[src/rtl/sar_adc_ctrl.sv]
// -----------------------------------------------------------------------------
// sar_adc_ctrl
//
// Successive-approximation controller for the tile's analog comparator. It
// samples the input on the track/hold, then tests one DAC bit per trial (MSB
// first), keeping each bit the comparator says is at or below the held input.
// The finished code is published on result with a one-cycle done pulse.
//
// Ports
//   clk       tile clock (single domain)
//   rst_n     asynchronous active-low reset
//   ena       block enable; low aborts a conversion in progress
//   start     conversion request, honoured only while idle
//   cmp_in    comparator decision (async): 1 = held input >= DAC level
//   sample    track/hold control, 1 = track
//   dac_code  trial code driven to the capacitive DAC
//   busy      high from the first sample cycle through the done cycle
//   done      one-cycle completion pulse, result valid in the same cycle
//   result    last completed conversion, held until the next completion
// -----------------------------------------------------------------------------
module sar_adc_ctrl #(
    parameter int WIDTH         = 8,
    parameter int SAMPLE_CYCLES = 4,
    parameter int SETTLE_CYCLES = 2
) (
    input  logic             clk,
    input  logic             rst_n,
    input  logic             ena,
    input  logic             start,
    input  logic             cmp_in,
    output logic             sample,
    output logic [WIDTH-1:0] dac_code,
    output logic             busy,
    output logic             done,
    output logic [WIDTH-1:0] result
);

    // One trial = DAC settling plus the two synchronizer stages, so the
    // decision sampled on the last cycle reflects the current trial code.
    localparam int TRIAL_CYCLES = SETTLE_CYCLES + 2;
    localparam int IDX_W        = $clog2(WIDTH);
    localparam int SET_W        = $clog2(TRIAL_CYCLES);
    localparam int SMP_W        = $clog2(SAMPLE_CYCLES + 1);

    localparam logic [IDX_W-1:0] IDX_MSB  = IDX_W'(WIDTH - 1);
    localparam logic [SET_W-1:0] SET_LAST = SET_W'(TRIAL_CYCLES - 1);
    localparam logic [SMP_W-1:0] SMP_LOAD = SMP_W'(SAMPLE_CYCLES - 1);

    localparam logic [1:0] ST_IDLE   = 2'd0;
    localparam logic [1:0] ST_SAMPLE = 2'd1;
    localparam logic [1:0] ST_TRIAL  = 2'd2;
    localparam logic [1:0] ST_DONE   = 2'd3;

    logic [1:0]       state_reg,  state_next;
    logic [WIDTH-1:0] acc_reg,    acc_next;
    logic [WIDTH-1:0] result_reg, result_next;
    logic [IDX_W-1:0] idx_reg,    idx_next;
    logic [SET_W-1:0] settle_reg, settle_next;
    logic [SMP_W-1:0] smp_reg,    smp_next;
    logic             cmp_meta_reg;
    logic             cmp_s_reg;

    logic [WIDTH-1:0] trial_mask;    // one-hot bit under test, zero outside TRIAL
    logic [WIDTH-1:0] acc_decided;   // acc with the bit under test replaced by cmp_s

    // -------------------------------------------------------------------------
    // Comparator synchronizer
    // -------------------------------------------------------------------------
    always_ff @(posedge clk or negedge rst_n) begin
        if (!rst_n) begin
            cmp_meta_reg <= 1'b0;
            cmp_s_reg    <= 1'b0;
        end else begin
            cmp_meta_reg <= cmp_in;
            cmp_s_reg    <= cmp_meta_reg;
        end
    end

    // -------------------------------------------------------------------------
    // Per-bit trial mask and decision
    // -------------------------------------------------------------------------
    generate
        for (genvar gi = 0; gi < WIDTH; gi++) begin : g_bit
            assign trial_mask[gi]  = (state_reg == ST_TRIAL) && (idx_reg == IDX_W'(gi));
            assign acc_decided[gi] = trial_mask[gi] ? cmp_s_reg : acc_reg[gi];
        end
    endgenerate

    // -------------------------------------------------------------------------
    // Next-state logic
    // -------------------------------------------------------------------------
    always_comb begin
        state_next  = state_reg;
        acc_next    = acc_reg;
        result_next = result_reg;
        idx_next    = idx_reg;
        settle_next = settle_reg;
        smp_next    = smp_reg;

        case (state_reg)
            ST_IDLE: begin
                if (start && ena) begin
                    state_next = ST_SAMPLE;
                    acc_next   = '0;
                    smp_next   = SMP_LOAD;
                end
            end
            ST_SAMPLE: begin
                if (smp_reg == '0) begin
                    state_next  = ST_TRIAL;
                    idx_next    = IDX_MSB;
                    settle_next = '0;
                end else begin
                    smp_next = smp_reg - SMP_W'(1);
                end
            end
            ST_TRIAL: begin
                if (settle_reg == SET_LAST) begin
                    acc_next    = acc_decided;
                    settle_next = '0;
                    if (idx_reg == '0) begin
                        state_next  = ST_DONE;
                        result_next = acc_decided;
                    end else begin
                        idx_next = idx_reg - IDX_W'(1);
                    end
                end else begin
                    settle_next = settle_reg + SET_W'(1);
                end
            end
            default: begin
                state_next = ST_IDLE;
            end
        endcase

        // Disable overrides everything: drop straight to idle and leave the
        // previously published result untouched (no completion on abort).
        if (!ena && (state_reg != ST_IDLE)) begin
            state_next  = ST_IDLE;
            result_next = result_reg;
            settle_next = '0;
            smp_next    = '0;
        end
    end

    // -------------------------------------------------------------------------
    // State registers
    // -------------------------------------------------------------------------
    always_ff @(posedge clk or negedge rst_n) begin
        if (!rst_n) begin
            state_reg  <= ST_IDLE;
            acc_reg    <= '0;
            result_reg <= '0;
            idx_reg    <= '0;
            settle_reg <= '0;
            smp_reg    <= '0;
        end else begin
            state_reg  <= state_next;
            acc_reg    <= acc_next;
            result_reg <= result_next;
            idx_reg    <= idx_next;
            settle_reg <= settle_next;
            smp_reg    <= smp_next;
        end
    end

    // -------------------------------------------------------------------------
    // Outputs decode directly from the state so an asynchronous reset clears
    // them without waiting for a clock edge.
    // -------------------------------------------------------------------------
    always_comb begin
        sample   = 1'b0;
        busy     = 1'b0;
        done     = 1'b0;
        dac_code = '0;
        case (state_reg)
            ST_SAMPLE: begin
                sample = 1'b1;
                busy   = 1'b1;
            end
            ST_TRIAL: begin
                busy     = 1'b1;
                dac_code = acc_reg | trial_mask;
            end
            ST_DONE: begin
                busy     = 1'b1;
                done     = 1'b1;
                dac_code = acc_reg;
            end
            default: begin
                sample   = 1'b0;
            end
        endcase
    end

    assign result = result_reg;

endmodule

[config.mk]
export PLATFORM = sky130hd
export DESIGN_NAME = sar_adc_ctrl
export DESIGN_NICKNAME = d
export VERILOG_FILES = /design/src/rtl/sar_adc_ctrl.sv
export SDC_FILE = /design/constraint.sdc
export NUM_CORES = 1
export LEC_CHECK = 0
export ABC_AREA = 1
export ABC_CLOCK_PERIOD_IN_PS = 3250
export BUFFER_PORTS_ARGS = -buffer_cell sky130_fd_sc_hd__buf_2
export CAP_MARGIN = 20
export CELL_PAD_IN_SITES_DETAIL_PLACEMENT = 2
export CELL_PAD_IN_SITES_GLOBAL_PLACEMENT = 2
export CORE_ASPECT_RATIO = 1.2
export CORE_MARGIN = 3
export CORE_UTILIZATION = 26
export CTS_CLUSTER_SIZE = 10
export DETAILED_ROUTE_END_ITERATION = 6
export PLACE_DENSITY = 0.64
export SLEW_MARGIN = 20
export SYNTH_ARGS = -nofsm -noshare
export SYNTH_HDL_FRONTEND = slang
export SYNTH_SLANG_ARGS = --single-unit
[constraint.sdc]
create_clock -name clk -period 3.25 [get_ports clk]
set_input_delay 0.65 -clock clk [delete_from_list [all_inputs] [get_ports clk]]
set_output_delay 0.65 -clock clk [all_outputs]
set_load 0.01 [all_outputs]
Word level (Yosys, flattened, before mapping) --
Cells that the tools add are included.
Word-level totals: register bits 28, input port bits 5, word-level logic and storage cells 92, output and inout bits 19
Operators by class: equal/unequal tests 20, bitwise logic cells 2, multiplexer cells 33, reductions and logical operators 26, add/sub/neg operators 3
Operators by type and width (count):
- 8-bit one-hot mux with 2 select lines | 2
- 3-bit two-way mux | 6
- 2-bit two-way mux | 8
- 8-bit two-way mux | 2
- 3-bit equality test, second input constant | 4
- 3-bit one-hot mux with 2 select lines | 2
- 4-bit AND reduction | 3
- 1-bit two-way mux | 11
- 1-bit logical AND | 10
- 3-bit inequality test, second input constant | 3
- 8-bit bitwise OR | 1
- 2-bit equality test, second input constant | 3
- 3-bit by 2-bit equality test with 1-bit output, second input constant | 2
- 3-bit logical NOT | 2
- 2-bit inequality test, second input constant | 3
- 3-bit by 1-bit inequality test with 1-bit output, second input constant | 2
- 2-bit one-hot mux with 3 select lines | 1
- 3-bit AND reduction | 2
- 2-bit nonzero test | 3
- 3-bit nonzero test | 2
- 3-bit by 1-bit subtractor with 3-bit output, second input constant | 2
- 2-bit one-hot mux with 2 select lines | 1
- 3-bit by 1-bit equality test with 1-bit output, second input constant | 1
- 3-bit OR reduction | 1
- 7 further kinds | 7

Logic depth before layout (Yosys ltp) --
depth in word-level cells 5, mapped depth 8, gate-level depth less buffers 8

Worst setup path after synthesis --
OpenSTA, ideal clock, no wires.
kind register to output, from register state_reg[0], to output port dac_code[1], cell stages (with the launch flop) 6, data arrival time 1296 ps, setup slack 1304 ps, path buffers 1, cell sequence dfrtp_1 inv_1 ha_1 buf_4 nor2_1 a21oi_1
On the way: word-level cells in the longest chain between the ends 4, elaborated cells on any way between the ends 5
RTL lines:
- from (decl) | line 54 | logic [1:0] state_reg, state_next;
- from (signal assigned) | line 158 | state_reg <= state_next;
- 2-bit equality test | line 84, 176
- 1-bit logical AND | line 84 | assign trial_mask[gi] = (state_reg == ST_TRIAL) && (idx_reg == IDX_W'(gi));
- 8-bit bitwise OR | line 183 | dac_code = acc_reg | trial_mask;
- 8-bit one-hot mux with 2 select lines (*) | line 176 | case (state_reg)
- to (decl) | line 32 | output logic [WIDTH-1:0] dac_code,
Every way passes the cells marked *; elsewhere a longest branch is shown, timed or not.

Final worst setup path --
from register state_reg[0], to output port dac_code[6]
The elaborated chain is that of the path after synthesis.

==> flow_summary.json <==
{
  "power_leakage_nw": 0.981,
  "antenna_left": 0,
  "antenna_found_initial": 0,
  "core_area_um2": 6170,
  "cp_data_required_time_ps": 2600,
  "crit_family": "flip-flops",
  "portBuffers": 23,
  "grt_pass1_vias": 1599,
  "synth_seq_cells": 28,
  "post-route-period-util_pct": 80.1,
  "drv_slew": 0,
  "synth_area_leader_cell": "dfrtp_1",
  "syn_area_um2": 1690,
  "cts_resized": 0,
  "slew_headroom_pct": 53.9,
  "tightest_slew_ps": 691,
  "clockRootBuffer": "clkbuf_8",
  "via_per_inst": 4.65,
  "critPathLaunchType": "register",
  "synth_edf_count": 0,
  "worstPathArrival_ps": 1950,
  "final_nets": 253,
  "whs_ps": 366,
  "tns_ps": 0,
  "syn-num-nets": 228,
  "cts_hold_buf": 0,
  "yosys.area.top_type_share_pct": 41.6,
  "p_per_area_nw_per_um2": 764,
  "drc": 0,
  "netlist_instances": 208,
  "max-vdd-ir-drop_mv": 0.291,
  "grt_pass1_wl_um": 7760,
  "min_path_type": "reg -> reg",
  "status": "completed",
  "cts_buffers": 3,
  "critPathSlowestCell": "dfrtp_1",
  "utilization_pct": 31.2,
  "finalCriticalPeriod_ps": 2600,
  "critPathKind": "reg -> out",
  "postLayoutCellArea_um2": 1930,
  "drive_gt1_share_pct": 19.0,
  "fmax_mhz": 384,
  "die_area_um2": 7490,
  "yosysMostFrequentCell": "nand2_1",
  "num_io_pins": 24,
  "rows": 31,
  "path_cells": "inv_1 -> ha_1 -> nor2_1 -> a21oi_1 -> buf_2",
  "synthTopCellsByArea": "dfrtp_1, nand2_1, ha_1",
  "post-cts-setup-buffers": 0,
  "total_power_mw": 1.47,
  "synth_ff_type": "dfrtp_1",
  "initial_utilization_pct": 27.3,
  "cts_buffer_depth": 2,
  "fin_skew_ps": 2.63,
  "crit_buf_inv": 2,
  "area_growth_pct": 14.3,
  "gp_congestion": 0.738,
  "grt_usage_pct": 13.2,
  "ys_warn_count": 0,
  "cpPeakStageDelay_ps": 460,
  "cts_tree": "yes",
  "route.vias.total": 1461,
  "clock_latency_ps": 280,
  "rsz0062_at_grt": "false",
  "first_pass_iters": 4,
  "diodes": 0,
  "grt-ovfl-total": 0,
  "hold_viol_final": 0,
  "synth_cell_types": 22,
  "drtIter0Drc": 45,
  "dpl-instance-area_um2": 1870,
  "routed_wl_um": 4440,
  "setup_viol_count_final": 0,
  "dp_hpwl_um": 3430,
  "cp-end-kind": "output port",
  "syn_area_per_cell_um2": 8.10,
  "synth-async-reset-ratio_pct": 100,
  "htreeDepth": 1,
  "yosys-top-cells-count": "nand2_1, dfrtp_1, inv_1, nand3_1",
  "clkTransAtPathRegs_ps": 100,
  "dieWidth_um": 79.5,
  "ys_seq_area_share_pct": 41.6,
  "grt_max_degree": 29,
  "routedWlPerCell_um": 14.1,
  "clkSinkCount": 28,
  "worstPathMaxFanout": 12,
  "die_h_um": 94.2,
  "maxCapViolations": 0
}
==> cell families (layout without fill, tap and decap cells) <==
group	Yosys count	after routing	synth area share [%]
buffers and inverters	28	52	7.50
flip-flops	28	28	41.6
AND/OR/NAND/NOR	99	99	27.4
AO/OA/AOI/OAI	38	38	12.4
adder cells (fa/ha/maj)	15	15	11.1
==> final timing paths <==
check	from	to	slack [ps]	cells after the start
hold / removal	cmp_meta_reg	cmp_s_reg	370	0
max in group asynchronous	rst_n	acc_reg[7]	2410	1
setup reg to reg	state_reg[0]	acc_reg[6]	1260	6
hold reg to reg	cmp_meta_reg	cmp_s_reg	370	0
setup / recovery	state_reg[0]	dac_code[6]	650	5
min in group asynchronous	rst_n	result[2]	400	1
==> per-stage QoR <==
step,cells,setup WS [ps]
2_1_floorplan,208,1300
3_3_place_gp,310,987
3_5_place_dp,310,899
4_1_cts,314,582
5_1_grt,314,413
6_report,314,646
==> cells in the final DEF, fill, tap and decap left out <==
master / count
nor2_4: 1
ha_1: 15
nand2b_4: 1
a21oi_1: 11
dfrtp_1: 28
nor2_2: 1
nand4_2: 1
nand2_2: 3
inv_1: 23
nand4_1: 5
o21ai_1: 7
nand3_1: 18
a21oi_2: 1
clkbuf_8: 4
o21ai_0: 15
nor2_1: 6
buf_2: 23
inv_2: 2
nand2_1: 60
nand3_2: 3
o21ai_2: 4
==> routing by layer <==
layer,wire [µm],track usage [%],vias to the layer above
met1,1960,16.1,716
met2,2300,24.0,19
met4,61,3.87,0
met5,0,0,-
li1,-,-,721
met3,120,1.44,5
==> cell type report <==
type | instances | area, µm²
Tap cell | 82 | 103
Multi-Input combinational cell | 152 | 858
Timing Repair Buffer | 23 | 115
Sequential cell | 28 | 701
Fill cell | 721 | 4240
Clock buffer | 4 | 55.1
Inverter | 25 | 93.8
==> power by group <==
group          switching [mW]  leakage (nW)  internal [mW]
combinational           0.508         0.600          0.239
clock                   0.119        0.0288          0.109
sequential             0.0766         0.353          0.420
total                   0.704         0.981          0.768
(Power assumes the default switching activity.)
